### config.mk
export PLATFORM = sky130hd
export DESIGN_NAME = i2s_tx_stereo
export DESIGN_NICKNAME = d
export VERILOG_FILES = /design/src/rtl/i2s_tx_stereo.sv
export SDC_FILE = /design/constraint.sdc
export NUM_CORES = 1
export LEC_CHECK = 0
export ABC_AREA = 0
export CELL_PAD_IN_SITES_DETAIL_PLACEMENT = 1
export CELL_PAD_IN_SITES_GLOBAL_PLACEMENT = 1
export CORE_MARGIN = 2
export CORE_UTILIZATION = 48
export DETAILED_ROUTE_END_ITERATION = 7
export PLACE_DENSITY_LB_ADDON = 0.1
export SYNTH_ARGS = -nofsm -noshare
export SYNTH_HDL_FRONTEND = slang
export SYNTH_SLANG_ARGS = --single-unit
### constraint.sdc
create_clock -name clk -period 2.9 [get_ports clk]
set_input_delay 0.29 -clock clk [delete_from_list [all_inputs] [get_ports clk]]
set_output_delay 0.29 -clock clk [all_outputs]
set_load 0.02 [all_outputs]
### src/rtl/i2s_tx_stereo.sv
// Stereo I2S / left-justified transmitter with programmable MCLK/SCK ratios and a one-pair holding buffer.
// Frame load at the SCK falling edge that starts bit 0; an empty buffer at that point sends silence and pulses underrun.
module i2s_tx_stereo #(
    parameter int SAMPLE_W  = 16,
    parameter int SLOT_W    = 32,
    parameter int MCLK_HALF = 2,
    parameter int SCK_HALF  = 8
) (
    input  logic                clk,
    input  logic                rst,
    input  logic                enable,
    input  logic                mode_lj,
    input  logic                s_valid,
    output logic                s_ready,
    input  logic [SAMPLE_W-1:0] s_left,
    input  logic [SAMPLE_W-1:0] s_right,
    output logic                mclk,
    output logic                sck,
    output logic                lrck,
    output logic                sdout,
    output logic                frame_start,
    output logic                underrun
);

    localparam int FRAME_W = 2 * SLOT_W;
    localparam int KW      = $clog2(FRAME_W);
    localparam int MCW     = $clog2(MCLK_HALF + 1);
    localparam int SCW     = $clog2(SCK_HALF + 1);

    localparam logic [MCW-1:0] MC_LAST  = MCW'(MCLK_HALF - 1);
    localparam logic [SCW-1:0] SC_LAST  = SCW'(SCK_HALF - 1);
    localparam logic [KW-1:0]  K_LAST   = KW'(FRAME_W - 1);
    localparam logic [KW-1:0]  K_SLOT   = KW'(SLOT_W);
    localparam logic [KW-1:0]  K_I2S_LO = KW'(SLOT_W - 1);
    localparam logic [KW-1:0]  K_I2S_HI = KW'(FRAME_W - 2);

    logic [MCW-1:0]      mcnt_q, mcnt_d;
    logic                mclk_q, mclk_d;
    logic [SCW-1:0]      scnt_q, scnt_d;
    logic                sck_q, sck_d;
    logic [KW-1:0]       k_q, k_d;
    logic                lrck_q, lrck_d;
    logic                sdout_q, sdout_d;
    logic [FRAME_W-1:0]  sh_q, sh_d;
    logic                mode_q, mode_d;
    logic                fs_q, fs_d;
    logic                ur_q, ur_d;
    logic                full_q, full_d;
    logic [SAMPLE_W-1:0] bl_q, bl_d;
    logic [SAMPLE_W-1:0] br_q, br_d;

    logic                load;
    logic                mode_cur;
    logic [SLOT_W-1:0]   slot_l;
    logic [SLOT_W-1:0]   slot_r;
    logic [FRAME_W-1:0]  frame;

    always_comb begin
        mcnt_d = mcnt_q + 1'b1;
        mclk_d = mclk_q;
        if (mcnt_q == MC_LAST) begin
            mcnt_d = '0;
            mclk_d = ~mclk_q;
        end

        scnt_d   = scnt_q;
        sck_d    = sck_q;
        k_d      = k_q;
        lrck_d   = lrck_q;
        sdout_d  = sdout_q;
        sh_d     = sh_q;
        mode_d   = mode_q;
        fs_d     = 1'b0;
        ur_d     = 1'b0;
        load     = 1'b0;
        mode_cur = mode_q;
        slot_l   = '0;
        slot_r   = '0;
        slot_l[SLOT_W-1 -: SAMPLE_W] = bl_q;
        slot_r[SLOT_W-1 -: SAMPLE_W] = br_q;
        frame    = full_q ? {slot_l, slot_r} : '0;

        if (!enable) begin
            scnt_d  = '0;
            sck_d   = 1'b0;
            k_d     = '0;
            lrck_d  = 1'b0;
            sdout_d = 1'b0;
        end else if (scnt_q != SC_LAST) begin
            scnt_d = scnt_q + 1'b1;
        end else begin
            scnt_d = '0;
            sck_d  = ~sck_q;
            // k_q is the index of the bit period this falling edge starts
            if (sck_q) begin
                load = (k_q == '0);
                if (load) begin
                    mode_cur = mode_lj;
                    mode_d   = mode_lj;
                    fs_d     = 1'b1;
                    ur_d     = ~full_q;
                    sdout_d  = frame[FRAME_W-1];
                    sh_d     = {frame[FRAME_W-2:0], 1'b0};
                end else begin
                    sdout_d  = sh_q[FRAME_W-1];
                    sh_d     = {sh_q[FRAME_W-2:0], 1'b0};
                end
                lrck_d = mode_cur ? (k_q < K_SLOT)
                                  : ((k_q >= K_I2S_LO) && (k_q <= K_I2S_HI));
                k_d    = (k_q == K_LAST) ? '0 : k_q + 1'b1;
            end
        end

        full_d = full_q;
        bl_d   = bl_q;
        br_d   = br_q;
        if (s_valid && !full_q) begin
            full_d = 1'b1;
            bl_d   = s_left;
            br_d   = s_right;
        end else if (load && full_q) begin
            full_d = 1'b0;
        end
    end

    always_ff @(posedge clk or negedge rst) begin
        if (!rst) begin
            mcnt_q  <= '0;
            mclk_q  <= 1'b0;
            scnt_q  <= '0;
            sck_q   <= 1'b0;
            k_q     <= '0;
            lrck_q  <= 1'b0;
            sdout_q <= 1'b0;
            sh_q    <= '0;
            mode_q  <= 1'b0;
            fs_q    <= 1'b0;
            ur_q    <= 1'b0;
            full_q  <= 1'b0;
            bl_q    <= '0;
            br_q    <= '0;
        end else begin
            mcnt_q  <= mcnt_d;
            mclk_q  <= mclk_d;
            scnt_q  <= scnt_d;
            sck_q   <= sck_d;
            k_q     <= k_d;
            lrck_q  <= lrck_d;
            sdout_q <= sdout_d;
            sh_q    <= sh_d;
            mode_q  <= mode_d;
            fs_q    <= fs_d;
            ur_q    <= ur_d;
            full_q  <= full_d;
            bl_q    <= bl_d;
            br_q    <= br_d;
        end
    end

    assign s_ready     = ~full_q;
    assign mclk        = mclk_q;
    assign sck         = sck_q;
    assign lrck        = lrck_q;
    assign sdout       = sdout_q;
    assign frame_start = fs_q;
    assign underrun    = ur_q;

endmodule

# Yosys cells after proc, flatten, opt, wreduce, memory -nomap -nowiden
# Cells that the tools add are included.
# word_totals
regBits,116
inputBits,37
wordCells,73
# classes
n_addsub,3
n_lt_le_gt_ge,3
n_eq_ne,5
n_mux,36
bitwise_logic,4
n_reduce_logical,8
# ops
operator,n
$mux 64,2
$mux 1,27
$mux 6,4
$mux 4,2
$add 6x1->6 const B,1
$eq 6x6->1 const B,1
$ge 6x5->1 const B,1
$le 6x6->1 const B,1
$logic_not 6->1,1
$lt 6x6->1 const B,1
$add 4x1->4 const B,1
$ne 4x3->1 const B,1
$not 1->1,4
$logic_and 1x1->1,3
$reduce_and 3->1,1
$add 2x1->2 const B,1
$eq 2x1->1 const B,1
$mux 2,1
$ne 2x1->1 const B,1
$ne 2x2->1 const B,1
$reduce_and 2->1,1
$reduce_bool 2->1,1
$logic_not 1->1,1

# Logic depth before layout (Yosys ltp)
# logic_depth
word_depth,9
depth_mapped,7
ltp_nobuf,6

# Worst setup path before layout
# Ideal clock, no wire load.
# synth_path
kind,register to register
from,register scnt_q[0]
to,register sh_q[40]
setup_time_ns,0.065
t_arrival_ns,1.545
required_ns,2.835
slack_ns,1.290
stages_incl_launch_ff,7
path_buffers,2
synth_period_minus_slack_ns,1.610
cell_sequence,dfrtp_1 ha_1 and4b_1 buf_4 nand2_4 clkbuf_1 a22o_1
# synth_between
elab_chain_len,3
# synth_rtl
element,line,source
"start, declared",39,"logic [SCW-1:0] scnt_q, scnt_d;"
"start signal, assigned",145,scnt_q <= scnt_d;
$ne 4x3->1,89,end else if (scnt_q != SC_LAST) begin
$not 1->1 (no line),--,
$reduce_and 3->1 (no line),--,
"end signal, assigned",135,sh_q <= '0;
"end signal, assigned",150,sh_q <= sh_d;
"end, declared",44,"logic [FRAME_W-1:0] sh_q, sh_d;"
# Every way passes these cells.
# A chain may end at the register's enable or synchronous reset.

# Final worst setup path
# layout_path
from,register k_q[3]
to,register sh_q[37]
# layout_between
elab_chain_len,2
# layout_rtl
element,line,source
"start, declared",41,"logic [KW-1:0] k_q, k_d;"
"start signal, assigned",147,k_q <= k_d;
$logic_not 6->1,96,load = (k_q == '0);
$mux 64,97,if (load) begin
# Every way passes these cells.

==> qor.yml <==
violations: "hold timing"
drcViolationCount: 0
netlist_instances: 368
antenna_cells: 0
antenna_found_initial: 0
core_mm2: 0.00859
ir_worst_vdd_mv: 0.345
dp.cells: 500
ctsResizeCount: 0
postCtsSetupBuffers: 0
ys_seq_area_share_pct: 59.4
cts.path.max_buffers: 2
crit_type: "register to register"
final_net_count: 443
finalCritPeriodShare_pct: 74.1
final_cells: 515
cts_tree: "yes"
via_count: 2832
yosysTopAreaCellShare_pct: 59.4
port_buffers: 43
grt.total_usage_pct: 19.9
p_leak_nw: 2.10
dp_hpwl_um: 5820
maxCapViolCount: 0
cellPowerDensity_mw_per_mm2: 598
required_ps: 3130
die_width_um: 97.2
outcome: "finished with violations"
grt_max_degree: 62
antenna_left: 0
finalClockSkew_ps: 12.6
clock_latency_ps: 350
crit_path_end_kind: "register"
ios: 44
nFillCells: 923
drtPass1Iterations: 4
wl_um: 8620
drive_above_1_share_pct: 15.5
grt_first_pass_wirelength_um: 15200
worst_path_max_delay_cell: "and2_1"
yosys.cell_count.top_type: "dfrtp_1"
holdWs_ps: -6.19
grt_pass1_vias: 2989
die_area_mm2: 0.00945
worst_setup_path_start_kind: "register"
worstMarginPinSlew_ps: 766
ys_warn_count: 0
r2r.worst_path.cells: 5
ys_top_cells_by_area: "dfrtp_1 59%, mux2_2 8.6%, a31oi_1 4.8%"
slew_viol_final: 0
wl_per_cell_um: 16.7
worstPathMaxFanout: 16
cts_hold_buf: 0
syn_nets: 408
clock-sinks: 99
yosys.area.top_type: "dfrtp_1"
max_freq_mhz: 465
synth-seq-cells: 99
die_h_um: 97.2
num_rows: 34
htree_levels: 3
clk_pin_slew_ps: 100
async_flop_share_pct: 100
hold_path_class: "input port to async pin"
synthToLayoutAreaGrowth_pct: 15.8
overflow: 0
slew_headroom_pct: 49.0
cp_cell_sequence: "nor4_2 -> and2_1 -> buf_4 -> nor2_4 -> a22o_1"
initial_core_util_pct: 48.6
clock-root-buffer: "clkbuf_8"
finalSetupViolations: 0
fin_crit_ps: 2150
via_per_inst: 5.50
slowest_delay_ps: 580
synth_edf_count: 0
gp_congestion: 0.785
finalSetupTns_ps: 0
crit_arrival_ps: 2380
synth_area_mm2: 0.00417
drt_iter0_markers: 94
cts_made_buffers: 9
synth_cell_type_count: 37
synth_flop_cell: "dfrtp_1"
syn_area_per_cell_um2: 11.3
finalHoldViolations: 6
yosys-top-cells-count: "99 x dfrtp_1, 41 x nand2_1, 40 x nor2_1"
rsz0062_at_grt: "false"
## report_power, final
| group | total (mW) | internal [mW] | switching (mW) |
|---|---|---|---|
| Sequential | 1.69 | 1.58 | 0.114 |
| Combinational | 0.413 | 0.249 | 0.164 |
| Clock | 0.785 | 0.313 | 0.472 |
## area by class of cell
cell class                      count  area [um2]  share of cell area, %
Clock buffer                       10         128                   2.64
Inverter                            6        22.5                  0.466
Tap cell                          108         135                   2.80
Sequential cell                    99        2480                   51.3
Clock inverter                      5        38.8                  0.802
Multi-Input combinational cell    236        1520                   31.4
Timing Repair Buffer               51         513                   10.6
## critical path, delay by kind of cell (launching register included)
| kind | cells | cell delay [ps] |
|---|---|---|
| compound gates | 1 | 210 |
| buf+inv | 1 | 290 |
| flops | 1 | 490 |
| simple gates | 3 | 1040 |
## layout by cell type (no fill, tap or decap), drive strengths merged, types with 2 or more instances in the layout
| master | netlist | final |
|---|---|---|
| a21oi | 4 | 4 |
| a22o | 16 | 16 |
| a311oi | 2 | 2 |
| a31oi | 32 | 32 |
| and2 | 2 | 2 |
| buf | 16 | 9 |
| clkbuf | 11 | 10 |
| clkdlybuf4s50 | 0 | 42 |
| clkinv | 0 | 3 |
| dfrtp | 99 | 99 |
| ha | 3 | 3 |
| inv | 6 | 7 |
| mux2 | 33 | 33 |
| nand2 | 43 | 43 |
| nand3 | 36 | 36 |
| nor2 | 42 | 42 |
| nor2b | 2 | 2 |
| nor3 | 2 | 2 |
| o21ai | 2 | 2 |
| xnor2 | 3 | 3 |
| xor2 | 2 | 2 |
## final timing paths
check,slack (ps),from,endpoint
max,750,k_q[3],sh_q[37]
min,-6,rst,sh_q[44]
max reg2reg,750,k_q[3],sh_q[37]
min reg2reg,450,mcnt_q[0],mcnt_q[0]
max in group asynchronous,2220,rst,br_q[0]
min in group clk,450,mcnt_q[0],mcnt_q[0]
## cell families (layout without fill, tap and decap cells)
kind of cell / after synthesis / in the layout / share of synthesized area, %
muxes: 34 / 34 / 9.24
and+or+nand+nor: 133 / 133 / 14.8
xor gates and xnor gates: 5 / 5 / 1.05
AOI/OAI and AO/OA: 61 / 61 / 10.2
DFF: 99 / 99 / 59.4
adders and majority gates: 3 / 3 / 0.900
buffers and inverters: 33 / 72 / 4.41
## registers in the layout, summed over array words and instances (netlist names)
register,cells
full_q,1
frame_start,1
k_q,6
underrun,1
mcnt_q,2
sh_q,47
mclk,1
br_q,16
sdout,1
sck,1
scnt_q,4
bl_q,16
mode_q,1
lrck,1
## per-layer routing
metal	GRT usage, %	wire length, um
met2	32.9	4270
met4	5.13	82
met3	4.32	188
met5	0	0
met1	27.0	4080
## metrics by stage
stage / power, mW / instance area (um2) / setup slack [ps] / hold slack (ps) / util [%]
2_1_floorplan: 1.97 / 4170 / 1290 / -5.59 / -
3_3_place_gp: 2.12 / 4670 / 821 / 418 / 54.3
3_5_place_dp: 2.15 / 4670 / 708 / 420 / 54.3
4_1_cts: 2.93 / 4830 / 744 / 21.0 / 56.2
5_1_grt: 3.07 / 4830 / 626 / 47.0 / 56.2
6_report: 2.89 / 4830 / 751 / -6.19 / 56.2
No activity file was read; power rests on OpenSTA's default activity.
==> variant, RTL diff (same settings) <==
Reset style: synchronous (`rst`), changed in one clocked block.
--- a/src/rtl/i2s_tx_stereo.sv
+++ b/src/rtl/i2s_tx_stereo.sv
@@ -124,5 +124,5 @@
     end
 
-    always_ff @(posedge clk or negedge rst) begin
+    always_ff @(posedge clk) begin
         if (!rst) begin
             mcnt_q  <= '0;
Behaviour: differs if rst is asserted again (counterexample within 4 cycles, from zero or initial values and one cycle with rst low); with rst held inactive, the same outputs for 10 cycles.
==> variant against the unedited design <==
Worst setup slack improved by 110 ps. Cell area decreased by 2.3%. Largest power group unchanged. Power decreased by 9.1%. Critical endpoint is now sh_q[52]. Wire length increased by 11%. Highest routed layer unchanged. Sequential cell count unchanged. First-iteration DRC count increased by 3.2%. Area after synthesis decreased by 1.9%. Critical path type unchanged. Largest cell class unchanged.
==> variant: results (changes against the unedited design) <==
* Slew headroom at 51.0% (+2.0 points)
* All-layer global routing usage at 21.7% (+1.8 points)
* Share of layout cells above drive strength 1 at 12.7% (-2.7 points)
* Fin cells at 584 (+13%)
* Final Power at 2630 uW (-9.1%)
* GPL Wtd Cong at 0.710 (-9.6%)
* Run status: finished clean
* Logic pwr share at 8.1% (-6.2 points)
* Post-synth top cells: dfxtp_1 (99), nand2_1 (77), nor2_1 (57)
* Vias per cell at 5.59 (+1.6%)
* Synth Area in Compound Gates at 25.6% (+15 points)
* Global-route wire length before repair at 15.6 mm (+2.5%)
* CP max stage cell: and4b_1
* Min-delay worst type: reg2reg
* Initial DRC count at 97 (+3.2%)
* Worst Path Arrival at 2280 ps (-100 ps)
* Setup Skew at 11.2 ps (-1.49 ps)
* Peak supply drop at 322 uV (-6.4%)
* M1 WL at 4.24 mm (+3.9%)
* Post-DP HPWL at 5.82 mm (about the same)
* Synth top area cells: dfxtp_1 (48%), a221oi_2 (11%), nand2_1 (7.1%)
* Nets at 515 (+16%)
* Placed cell areas at 4500 um^2 (-3.6%)
* Post-Synth XOR/XNOR Area at 1.71% (+0.66 points)
* Register area share after synthesis at 48.4% (-11 points)
* Syn nets at 490 (+20%)
* Met3 WL post-DR at 277 um (+47%)
* Critical path fanouts, max at 37 (+21)
* M2 GR Usage at 39.3% (+6.4 points)
* CP peak stage delay at 440 ps (-140 ps)
* Static Leak at 0.00189 uW (-10%)
* Met3 global-route usage at 5.25% (+0.93 points)
## variant: cell types whose count changed in the layout (fill, tap and decap cells not counted), moves of 16 or more
cell      change
dfxtp_1      +99
nand2_1      +36
a22o_1       -16
dfrtp_1      -99
a21oi_1      +34
o21ai_0      +30
nor2_1       +17
a31oi_1      -18
a221oi_2     +30
nand3_1      -30
mux2_2       -32
## variant: layout make-up
type / count / area (um^2)
fill: 971 / 3540
sequential: 99 / 1980
multi-input combinational: 308 / 1870
timing repair buffer: 51 / 490
clock buffer: 10 / 138
tap: 105 / 131
clock inverter: 6 / 87.6
inverter: 5 / 18.8
## variant: worst paths after layout
kind,start,endpoint,slack (ps),depth (start not counted)
setup / recovery,scnt_q[0],sh_q[52],860,5
hold / removal,mcnt_q[0],mcnt_q[0],440,1
setup reg to reg,scnt_q[0],sh_q[52],860,5
hold reg to reg,mcnt_q[0],mcnt_q[0],440,1
